## src/rtl/seq_alu_core.sv

```systemverilog
// Multi-cycle unsigned ALU (add/sub/mul/div/mod) with start/busy/done handshake; optional status flags via SEQ_ALU_STATUS_EN.
// Latency: ADD/SUB/invalid done one cycle after acceptance; MUL/DIV/MOD busy W cycles, done on the next.
// Backpressure: start is ignored while busy; a new op may be accepted in the DONE cycle (back-to-back).
module seq_alu_core #(
    parameter int W = 3
) (
    input  logic             clk,
    input  logic             rst_n,
    input  logic             start,
    input  logic [2:0]       ctrl,
    input  logic [W-1:0]     a,
    input  logic [W-1:0]     b,
    output logic             busy,
    output logic             done,
    output logic [2*W-1:0]   result,
    output logic [2:0]       flags
);

    typedef enum logic [1:0] {
        S_IDLE = 2'd0,
        S_CALC = 2'd1,
        S_DONE = 2'd2
    } state_t;

    localparam logic [2:0] OP_ADD = 3'd0;
    localparam logic [2:0] OP_SUB = 3'd1;
    localparam logic [2:0] OP_MUL = 3'd2;
    localparam logic [2:0] OP_DIV = 3'd3;
    localparam logic [2:0] OP_MOD = 3'd4;

    localparam logic [4:0] CNT_LAST = 5'(W - 1);

    state_t           state_q, state_d;
    logic [2:0]       op_q, op_d;
    logic [4:0]       cnt_q, cnt_d;
    // shift-add multiplier: accumulator, left-shifting multiplicand, right-shifting multiplier
    logic [2*W-1:0]   acc_q, acc_d;
    logic [2*W-1:0]   mcand_q, mcand_d;
    logic [W-1:0]     mplier_q, mplier_d;
    // restoring divider: partial remainder, quotient (starts as dividend), divisor
    logic [W-1:0]     rem_q, rem_d;
    logic [W-1:0]     quo_q, quo_d;
    logic [W-1:0]     dvsr_q, dvsr_d;
    logic [2*W-1:0]   result_q, result_d;
    logic             busy_q, busy_d;
    logic             done_q, done_d;

    logic [2*W-1:0]   mul_step;
    logic [W:0]       rem_shift;
    logic [W-1:0]     rem_sub;
    logic             div_ok;
    logic [W-1:0]     rem_next;
    logic [W-1:0]     quo_next;
    logic [2*W-1:0]   fast_res;
    logic [2*W-1:0]   calc_res;

`ifdef SEQ_ALU_STATUS_EN
    logic [2:0]       flags_q, flags_d;
`endif

    // one iteration of shift-add and restoring division, plus single-cycle op results
    always_comb begin
        mul_step  = acc_q + (mplier_q[0] ? mcand_q : {(2*W){1'b0}});
        rem_shift = {rem_q, quo_q[W-1]};
        div_ok    = (rem_shift >= {1'b0, dvsr_q});
        // when the trial subtraction succeeds the difference is below the divisor, so W bits suffice
        rem_sub   = rem_shift[W-1:0] - dvsr_q;
        rem_next  = div_ok ? rem_sub : rem_shift[W-1:0];
        quo_next  = {quo_q[W-2:0], div_ok};

        case (ctrl)
            OP_ADD:  fast_res = {{W{1'b0}}, a} + {{W{1'b0}}, b};
            OP_SUB:  fast_res = {{W{1'b0}}, a} - {{W{1'b0}}, b};
            default: fast_res = {(2*W){1'b0}};
        endcase

        case (op_q)
            OP_MUL:  calc_res = mul_step;
            OP_DIV:  calc_res = {{W{1'b0}}, quo_next};
            default: calc_res = {{W{1'b0}}, rem_next};
        endcase
    end

    // next-state and datapath update for the IDLE/CALC/DONE sequencer
    always_comb begin
        state_d  = state_q;
        op_d     = op_q;
        cnt_d    = cnt_q;
        acc_d    = acc_q;
        mcand_d  = mcand_q;
        mplier_d = mplier_q;
        rem_d    = rem_q;
        quo_d    = quo_q;
        dvsr_d   = dvsr_q;
        result_d = result_q;
`ifdef SEQ_ALU_STATUS_EN
        flags_d  = flags_q;
`endif

        case (state_q)
            S_IDLE, S_DONE: begin
                if (start) begin
                    op_d = ctrl;
                    if (ctrl == OP_MUL || ctrl == OP_DIV || ctrl == OP_MOD) begin
                        state_d  = S_CALC;
                        cnt_d    = 5'd0;
                        acc_d    = {(2*W){1'b0}};
                        mcand_d  = {{W{1'b0}}, a};
                        mplier_d = b;
                        rem_d    = {W{1'b0}};
                        quo_d    = a;
                        dvsr_d   = b;
                    end else begin
                        state_d  = S_DONE;
                        result_d = fast_res;
`ifdef SEQ_ALU_STATUS_EN
                        flags_d  = {1'b0, (ctrl == OP_SUB) && (a < b), fast_res == {(2*W){1'b0}}};
`endif
                    end
                end else begin
                    state_d = S_IDLE;
                end
            end
            S_CALC: begin
                cnt_d    = cnt_q + 5'd1;
                acc_d    = mul_step;
                mcand_d  = {mcand_q[2*W-2:0], 1'b0};
                mplier_d = {1'b0, mplier_q[W-1:1]};
                rem_d    = rem_next;
                quo_d    = quo_next;
                if (cnt_q == CNT_LAST) begin
                    state_d  = S_DONE;
                    result_d = calc_res;
`ifdef SEQ_ALU_STATUS_EN
                    flags_d  = {(op_q != OP_MUL) && (dvsr_q == {W{1'b0}}), 1'b0,
                                calc_res == {(2*W){1'b0}}};
`endif
                end
            end
            default: state_d = S_IDLE;
        endcase

        busy_d = (state_d == S_CALC);
        done_d = (state_d == S_DONE);
    end

    // state registers; synchronous reset aborts any op in flight
    always_ff @(posedge clk) begin
        if (!rst_n) begin
            state_q  <= S_IDLE;
            op_q     <= OP_ADD;
            cnt_q    <= 5'd0;
            acc_q    <= {(2*W){1'b0}};
            mcand_q  <= {(2*W){1'b0}};
            mplier_q <= {W{1'b0}};
            rem_q    <= {W{1'b0}};
            quo_q    <= {W{1'b0}};
            dvsr_q   <= {W{1'b0}};
            result_q <= {(2*W){1'b0}};
            busy_q   <= 1'b0;
            done_q   <= 1'b0;
`ifdef SEQ_ALU_STATUS_EN
            flags_q  <= 3'b000;
`endif
        end else begin
            state_q  <= state_d;
            op_q     <= op_d;
            cnt_q    <= cnt_d;
            acc_q    <= acc_d;
            mcand_q  <= mcand_d;
            mplier_q <= mplier_d;
            rem_q    <= rem_d;
            quo_q    <= quo_d;
            dvsr_q   <= dvsr_d;
            result_q <= result_d;
            busy_q   <= busy_d;
            done_q   <= done_d;
`ifdef SEQ_ALU_STATUS_EN
            flags_q  <= flags_d;
`endif
        end
    end

    assign busy   = busy_q;
    assign done   = done_q;
    assign result = result_q;
`ifdef SEQ_ALU_STATUS_EN
    assign flags  = flags_q;
`else
    assign flags  = 3'b000;
`endif

endmodule
```

## config.mk

```make
export PLATFORM = sky130hd
export DESIGN_NAME = seq_alu_core
export DESIGN_NICKNAME = d
export VERILOG_FILES = /design/src/rtl/seq_alu_core.sv
export SDC_FILE = /design/constraint.sdc
export NUM_CORES = 1
export LEC_CHECK = 0
export ABC_AREA = 1
export BUFFER_PORTS_ARGS = -buffer_cell sky130_fd_sc_hd__buf_2
export CORE_AREA = 2 2 72 74
export CTS_CLUSTER_SIZE = 20
export DETAILED_ROUTE_END_ITERATION = 7
export DIE_AREA = 0 0 74 76
export PLACE_DENSITY_LB_ADDON = 0.1
export SLEW_MARGIN = 20
export SYNTH_ARGS = -nofsm -noshare
export SYNTH_HDL_FRONTEND = slang
export SYNTH_SLANG_ARGS = --single-unit
export TNS_END_PERCENT = 10
```

## constraint.sdc

```tcl
create_clock -name clk -period 1.6 [get_ports clk]
set_input_delay 0.24 -clock clk [delete_from_list [all_inputs] [get_ports clk]]
set_output_delay 0.24 -clock clk [all_outputs]
set_load 0.005 [all_outputs]
```

=== Word-level counts from Yosys, hierarchy flattened ===
Cells that the tools add are included.

* Word-level logic and storage cells: 73
* Input bits: 12
* Output and inout bits: 11
* Flip-flop bits (word level): 42

* Reduce and logical (&&, ||, !) cells: 10
* Eq/ne operators: 15
* Multiplexer cells: 30
* Add/subtract/negate cells: 5
* $lt $le $gt $ge: 1

{| class="wikitable"
|+ Operators with widths
! operator !! count
|-
| $pmux 6 s2 || 5
|-
| $mux 6 || 8
|-
| $mux 3 || 7
|-
| $pmux 3 s2 || 3
|-
| $eq 3x2->1 const B || 4
|-
| $mux 5 || 2
|-
| $pmux 5 s2 || 1
|-
| $ne 2x2->1 const B || 4
|-
| $add 6x6->6 || 1
|-
| $mux 2 || 3
|-
| $reduce_and 3->1 || 2
|-
| $add 5x1->5 const B || 1
|-
| $eq 5x2->1 const B || 1
|-
| $add 3x3->4 || 1
|-
| $eq 2x1->1 const B || 2
|-
| $eq 2x2->1 const B || 2
|-
| $ge 4x3->1 || 1
|-
| $pmux 2 s2 || 1
|-
| $reduce_and 4->1 || 1
|-
| $sub 3x3->4 || 1
|-
| $eq 3x1->1 const B || 1
|-
| $eq 3x3->1 const B || 1
|-
| $logic_not 3->1 || 1
|-
| $sub 3x3->3 || 1
|-
| other kinds (5) || 6
|}

=== Longest topological paths before layout ===
Gate-level depths: netlist of run 1.

* Depth in word-level cells: 7
* Mapped depth: 14

=== Worst setup path before layout of run 1 ===
Ideal clock, no wire load.

* Path type: register to register
* From: reg mplier_q[0]
* To: reg result_q[2] (netlist: result[2])
* Data arrival time: 1.668 ns
* Path slack: -0.186 ns
* Data required time: 1.483 ns
* Clock period less this slack: 1.786 ns
* Path buffers: 1
* Cell stages (with the launch flop): 15
* Cells stage by stage: dfxtp_1 -> clkbuf_1 -> nand2_1 -> inv_1 -> ha_1 -> inv_1 -> fa_1 -> inv_1 -> nand2_1 -> nand3_1 -> nor2_1 -> nor2_1 -> nand3_1 -> nor2_1 -> nor2_1

* Word-level cells in the longest chain between the ends: 5

{| class="wikitable"
|+ RTL lines
! what !! line !! source
|-
| from (decl) || 39 || <nowiki>logic [W-1:0] mplier_q, mplier_d;</nowiki>
|-
| from (signal assigned) || 155 || <nowiki>mplier_q <= {W{1'b0}};</nowiki>
|-
| from (signal assigned) || 171 || <nowiki>mplier_q <= mplier_d;</nowiki>
|-
| $mux 6 || 63 || <nowiki>mul_step = acc_q + (mplier_q[0] ? mcand_q : {(2*W){1'b0}});</nowiki>
|-
| $add 6x6->6 || 63 ||
|-
| $pmux 6 s2 || 77 || <nowiki>case (op_q)</nowiki>
|-
| $mux 6 || 131 || <nowiki>if (cnt_q == CNT_LAST) begin</nowiki>
|-
| $pmux 6 s2 || 100 || <nowiki>case (state_q)</nowiki>
|-
| to (signal assigned) || 159 || <nowiki>result_q <= {(2*W){1'b0}};</nowiki>
|-
| to (signal assigned) || 175 || <nowiki>result_q <= result_d;</nowiki>
|-
| to (decl) || 44 || <nowiki>logic [2*W-1:0] result_q, result_d;</nowiki>
|}

Every way passes these cells. The select of a mux whose other input is x is not followed.
A chain may end at the register's enable or synchronous reset.

=== Final worst setup path of run 1 ===
* From: reg mcand_q[0]
* To: reg result_q[1] (netlist: result[1])

* Word-level cells in the longest chain between the ends: 5

{| class="wikitable"
|+ RTL lines
! what !! line !! source
|-
| from (decl) || 38 || <nowiki>logic [2*W-1:0] mcand_q, mcand_d;</nowiki>
|-
| from (signal assigned) || 154 || <nowiki>mcand_q <= {(2*W){1'b0}};</nowiki>
|-
| from (signal assigned) || 170 || <nowiki>mcand_q <= mcand_d;</nowiki>
|-
| $mux 6 || 63 ||
|-
| $add 6x6->6 || 63 ||
|-
| $pmux 6 s2 || 77 ||
|-
| $mux 6 || 131 ||
|-
| $pmux 6 s2 || 100 ||
|}

Every way passes these cells. The select of a mux whose other input is x is not followed.

==> impl_metrics.py, run 1 <==
metrics = {
    "timing": {
        "rsz0062_at_grt": "true",
        "finalCritPeriodShare": 1.070,
        "post-route-min-period_ps": 1712,
        "fin_skew_ps": 5.709,
        "setup_violations": 3,
        "finalHoldWorstSlack_ps": 219.1,
        "fin_ws_ps": -111.6,
        "final_hold_viol_count": 0,
        "maxSlewViolCount": 0,
        "max_freq_ghz": 0.5842,
        "slew_headroom": 0.6561,
        "worst_pin_slew_ps": 515.7,
    },
    "pwr": {
        "power.total_mw": 2.252,
        "clkPwrFrac": 0.325,
        "p_int_mw": 1.559,
        "power.switching_uw": 692.8,
        "pwr-share-seq": 0.497,
        "power_switching_share": 0.3077,
        "peakVddDrop_v": 0.0004276,
        "p_per_area_nw_per_um2": 773.6,
        "p_leak_nw": 1.289,
        "p_comb_frac": 0.178,
    },
    "cts": {
        "htreeDepth": 2,
        "clk_path_buf_depth": 2,
        "cts.sink_count": 42,
        "cts_tree": "built",
        "cts_made_buffers": 5,
        "cts-root-buf": "clkbuf_8",
        "clk-insertion-delay-late_ps": 310,
        "path_clk_slew_ps": 90,
    },
    "place": {
        "place_hpwl_mm": 4.215,
        "portBuffers": 19,
        "gp_congestion": 0.8426,
        "dpl_cell_area_um2": 2694,
        "dp_slack_ps": -136.6,
    },
    "route": {
        "vias": 2222,
        "wl_mm": 5.767,
        "wl_met2_mm": 2.663,
        "wl_met1_mm": 2.748,
        "routed.top_layer": "met4",
        "drt-vias-per-instance": 4.949,
        "drt-initial-drc-count": 76,
        "drt-pass1-iter-count": 4,
        "drt-wirelength-per-cell_um": 12.84,
        "ant_nets": 0,
        "drcViolationCount": 0,
        "wl_met3_um": 225,
    },
    "global_route": {
        "grt_pass1_wl_mm": 9.611,
        "overflow": 0,
        "grt_pass1_vias": 2086,
        "grt_util_all_layers": 0.2198,
        "antenna_found_initial": 0,
        "grt_max_degree": 30,
    },
    "setup_path": {
        "cp_slowest_cell": "fa_2",
        "r2r_setup_slack_ps": -110,
        "end_kind": "flip-flop",
        "timing.rr.end": "result[1]",
        "startpoint_type": "flip-flop",
        "critPathMaxFanout": 2,
        "crit_chain": "nand2_2 -> inv_2 -> ha_4 -> inv_2 -> fa_2 -> inv_2 -> nand2_2 -> nor2_1 -> nor2_1 -> nand2_1 -> nor2_1 -> a21oi_1",
        "required_ps": 1800,
        "crit_arrival_ps": 1910,
        "slowest_delay_ps": 520,
        "rr_worst_depth": 12,
        "timing_worst_setup_path_type": "flip-flop to flip-flop",
        "regToRegStartpoint": "mcand_q[0]",
    },
    "min_path": {
        "min_path_type": "input pin to flip-flop",
        "min_path_cells": 3,
        "hp-start": "start",
        "min_to": "op_q[2]",
    },
    "yosys": {
        "ys_seq_area_frac": 0.3430,
        "ys_warn_count": 0,
        "netlist_area_um2": 2451,
        "syn_inst": 348,
        "ys_seq_elements": 42,
        "ys_types": 29,
        "syn_area_per_cell_um2": 7.043,
    },
    "layout": {
        "fin_util": 0.5925,
        "nets": 410,
        "num_antenna_cells": 0,
        "syn_to_final_growth_pct": 18.73,
        "postLayoutCellArea_um2": 2910,
        "nFillCells": 490,
        "drive_gt1_frac": 0.2164,
    },
    "floorplan": {
        "coreArea_um2": 4912,
        "start_util": 0.4990,
        "die_area_um2": 5624,
        "fp-row-count": 26,
        "io_pins": 23,
        "fp.dieH_um": 76,
        "die_x_um": 74,
    },
    "job": {
        "cap_violations": 0,
    },
    "outcome": {
        "violations": "setup timing",
        "status": "finished, violations left",
    },
}
critical path, delay by kind of cell (launching register included):
family / cells / cell delay [ps]
DFF: 1 / 340
AOI/OAI and AO/OA: 1 / 70
and+or+nand+nor: 6 / 420
adders and majority gates: 2 / 640
buffers and inverters: 3 / 130
power groups by stage:
stage	combinational, mW	sequential (mW)	clock (mW)
6_report	0.402	1.12	0.732
3_5_place_dp	0.382	1.14	0
5_1_grt	0.449	1.12	0.786
2_1_floorplan	0.262	1.14	0
4_1_cts	0.387	1.12	0.749
3_3_place_gp	0.376	1.14	0
placed cells by master (no fill, tap or decap), drive strengths merged:
cell type / n
clkinvlp: 1
nand3: 22
nor3: 1
nand4: 6
ha: 16
inv: 48
nor2: 29
clkinv: 1
a21oi: 38
clkbuf: 5
dfxtp: 42
buf: 36
nand3b: 3
xnor2: 1
nor3b: 1
conb: 3
o21ai: 14
fa: 4
a31oi: 7
xor2: 2
nand2: 98
or2: 1
final cells by class:
class | count | area [µm²] | share of cell area
multi-input combinational | 246 | 1445 | 0.4966
tap | 70 | 87.58 | 0.03009
inverter | 47 | 178.9 | 0.06148
sequential | 42 | 844.6 | 0.2902
clock inverter | 3 | 25.02 | 0.008598
clock buffer | 5 | 68.82 | 0.02365
timing repair buffer | 36 | 260.3 | 0.08942
worst max-delay path by stage:
stage,start,end,slack [ps],cells after the start
6_report,mcand_q[0],result[1],-110,12
5_1_grt,mplier_q[0],result[1],-190,12
4_1_cts,mcand_q[0],result[1],-140,12
3_5_place_dp,mplier_q[0],result[1],-140,12
3_3_place_gp,mcand_q[0],result[1],-70,12
2_1_floorplan,mplier_q[0],result[2],-80,14
through the flow:
step / TNS (ps) / cells
after floorplan: -156.1 / 350
after global placement: -212.5 / 440
after detailed placement: -779.1 / 440
after CTS: -373.7 / 449
after global routing: -1000 / 449
final: -167.9 / 449
synthesized netlist by cell type:
cell type | number | share of area
nand2_4 | 1 | 0.0046
dfxtp_1 | 42 | 0.34
a21oi_4 | 1 | 0.0066
inv_4 | 1 | 0.0026
nand2_1 | 94 | 0.14
or2_2 | 1 | 0.0026
nand3b_1 | 3 | 0.0092
fa_1 | 4 | 0.033
clkbuf_1 | 6 | 0.0092
xor2_1 | 2 | 0.0071
nor3b_1 | 1 | 0.0031
inv_1 | 45 | 0.069
o21ai_0 | 12 | 0.025
ha_1 | 16 | 0.082
nand2_2 | 3 | 0.0077
inv_2 | 1 | 0.0015
nand4_1 | 6 | 0.015
o21ai_1 | 1 | 0.0020
buf_4 | 5 | 0.015
nor3_1 | 1 | 0.0020
nor2_8 | 1 | 0.0082
a21oi_1 | 37 | 0.076
a31oi_1 | 7 | 0.018
nor2_1 | 28 | 0.043
xnor2_1 | 1 | 0.0036
o21ai_2 | 1 | 0.0036
nand3_1 | 22 | 0.045
conb_1 | 1 | 0.0015
buf_6 | 4 | 0.018
sequential cells by signal, summed over array words and instances (netlist names):
name	cells
acc_q	6
busy	1
cnt_q	5
done	1
dvsr_q	3
mcand_q	6
mplier_q	3
op_q	3
quo_q	3
rem_q	3
result	6
state_q	2
routing by layer:
metal | GRT usage | vias to the layer above
met3 | 0.03175 | 8
li1 | - | 1165
met1 | 0.3112 | 1004
met2 | 0.3348 | 45
met4 | 0.08545 | 0
met5 | 0 | -
repair_timing:
item	in CTS	in global routing
setup buffers	1	0
hold buffers	0	0
resized for setup	12	20
pin swaps	2	6
setup endpoints to repair	11	13
cell families after synthesis:
| logic type | Yosys count | share of synthesized area |
|---|---|---|
| AO/OA/AOI/OAI | 59 | 0.1302 |
| flip-flops | 42 | 0.3430 |
| AND/OR/NAND/NOR | 161 | 0.2843 |
| buffers and inverters | 62 | 0.1159 |
| other | 1 | 0.001530 |
| adder cells (fa/ha/maj) | 20 | 0.1143 |
| XOR/XNOR | 3 | 0.01072 |
Power figures use the tool's default switching activity.
==> inputs of run 2 (changes only) <==
--- a/config.mk
+++ b/config.mk
@@ -11,9 +11,10 @@
 export CTS_CLUSTER_SIZE = 20
 export DETAILED_ROUTE_END_ITERATION = 7
 export DIE_AREA = 0 0 74 76
+export MAX_ROUTING_LAYER = met4
 export PLACE_DENSITY_LB_ADDON = 0.1
 export SLEW_MARGIN = 20
 export SYNTH_ARGS = -nofsm -noshare
 export SYNTH_HDL_FRONTEND = slang
 export SYNTH_SLANG_ARGS = --single-unit
-export TNS_END_PERCENT = 10
+export TNS_END_PERCENT = 50
==> run 2 against run 1 <==
  * The run still ends with setup timing left
  * Clock skew shrank 1.0 ps
  * Die area unchanged
  * Critical path type unchanged
  * Combinational power is 6.0% higher
==> impl_metrics.py, run 2 (synthesis results as in run 1) <==
metrics = {
    "pwr": {
        "p_leak_nw": 1.299,
        "peakVddDrop_v": 0.0004175,
        "p_per_area_nw_per_um2": 764.8,
    },
    "place": {
        "gp_congestion": 0.8558,
        "place_hpwl_mm": 4.215,
        "dp_slack_ps": -136.6,
        "placed_cells": 440,
        "portBuffers": 19,
        "dpl_cell_area_um2": 2694,
    },
    "route": {
        "drt-wirelength-per-cell_um": 13.07,
        "ant_nets": 0,
        "drt-pass1-iter-count": 4,
        "vias": 2242,
        "drcViolationCount": 0,
        "wl_mm": 5.883,
        "drt-initial-drc-count": 140,
        "drt-vias-per-instance": 4.982,
    },
    "global_route": {
        "grt_util_all_layers": 0.2269,
        "overflow": 0,
        "grt_max_degree": 30,
        "antenna_found_initial": 0,
        "grt_pass1_wl_mm": 9.604,
        "grt_pass1_vias": 2081,
    },
    "min_path": {
        "hp-start": "start",
        "min_path_type": "input pin to flip-flop",
    },
    "setup_path": {
        "setup.worst_path.start": "mcand_q[0]",
        "required_ps": 1800,
        "cp_slowest_cell": "fa_2",
        "crit_arrival_ps": 1910,
        "critPathMaxFanout": 2,
        "regToRegStartpoint": "mcand_q[0]",
        "slowest_delay_ps": 520,
        "path_buf_inv": 3,
        "r2r_setup_slack_ps": -110,
        "timing_worst_setup_path_type": "flip-flop to flip-flop",
        "cp_top_family": "adder cells",
        "crit_chain": "nand2_2 -> inv_2 -> ha_4 -> inv_2 -> fa_2 -> inv_2 -> nand2_2 -> nor2_1 -> nor2_1 -> nand2_1 -> nor2_1 -> a21oi_1",
        "startpoint_type": "flip-flop",
        "end_kind": "flip-flop",
    },
    "timing": {
        "fin_ws_ps": -113.5,
        "fin_skew_ps": 4.659,
        "setup_violations": 4,
        "finalHoldWorstSlack_ps": 219.9,
        "max_freq_ghz": 0.5836,
        "maxSlewViolCount": 0,
        "rsz0062_at_grt": "true",
        "finalCritPeriodShare": 1.071,
        "final_hold_viol_count": 0,
        "post-route-min-period_ps": 1714,
    },
    "cts": {
        "cts_made_buffers": 5,
        "htreeDepth": 2,
        "clk-insertion-delay-late_ps": 300,
        "cts-root-buf": "clkbuf_8",
        "cts_tree": "built",
        "path_clk_slew_ps": 90,
        "clk_path_buf_depth": 2,
        "cts.sink_count": 42,
        "hold_buffers": 0,
    },
    "layout": {
        "final_common_cell": "nand2_1",
        "nets": 411,
        "fin_util": 0.6052,
        "num_antenna_cells": 0,
        "drive_gt1_frac": 0.2395,
        "postLayoutCellArea_um2": 2973,
        "syn_to_final_growth_pct": 21.29,
        "stdcell_count": 450,
        "final_cell_mix": "83 x nand2_1, 38 x inv_1, 38 x dfxtp_1, 35 x a21oi_1, 27 x nor2_1",
        "nFillCells": 486,
    },
    "outcome": {
        "violations": "setup timing",
        "status": "finished, violations left",
    },
    "floorplan": {
        "die_area_um2": 5624,
        "io_pins": 23,
        "die_x_um": 74,
        "fp-row-count": 26,
        "coreArea_um2": 4912,
        "start_util": 0.4990,
        "fp.dieH_um": 76,
    },
    "job": {
        "cap_violations": 0,
    },
}
==> run 2: cell types whose count changed in the layout (fill, tap and decap cells not counted), sizes merged <==
cell / delta
buf: +1
==> run 2: final cells by class <==
class                      instances  area (µm²)  area share
tap                               70       87.58     0.02946
clock inverter                     3       25.02    0.008418
sequential                        42       845.8      0.2845
inverter                          47       181.4     0.06103
clock buffer                       5       68.82     0.02315
timing repair buffer              37       267.8     0.09007
multi-input combinational        246        1496      0.5034
==> run 2: power breakdown <==
group | internal (mW) | switching, mW
Sequential | 1.09 | 0.0270
Clock | 0.315 | 0.414
Combinational | 0.162 | 0.263
==> run 2: worst register-to-register path, stage by stage (launching register included) <==
cell and delay [ps]:
dfxtp_2 340, nand2_2 60, inv_2 60, ha_4 120, inv_2 40, fa_2 520, inv_2 30, nand2_2 70
nor2_1 50, nor2_1 90, nand2_1 50, nor2_1 110, a21oi_1 70
==> run 2: final timing paths <==
kind | end | depth (start not counted)
setup / recovery | result[1] | 12
hold / removal | op_q[2] | 3
setup reg to reg | result[1] | 12
hold reg to reg | dvsr_q[2] | 2
==> run 2: timing repair <==
item | in CTS | in global routing
gates resized for setup | 13 | 34
hold endpoints to repair | 0 | 0
pin swaps | 2 | 11
endpoints found under the setup margin | 11 | 13
setup buffers | 1 | 1
==> run 2: through the flow <==
stage               power [mW]  setup TNS, ps
floorplan                1.399         -156.1
global placement         1.515         -212.5
detailed placement       1.521         -779.1
finish                   2.274         -215.7
global route             2.388          -1039
CTS                      2.253         -376.9
==> run 2: metal layers <==
layer	vias up	track usage	part of all wire
met5	-	-	0
met4	0	0.08545	0.022
met3	8	0.03175	0.038
met2	47	0.3366	0.47
met1	1021	0.3129	0.47
li1	1166	-	-
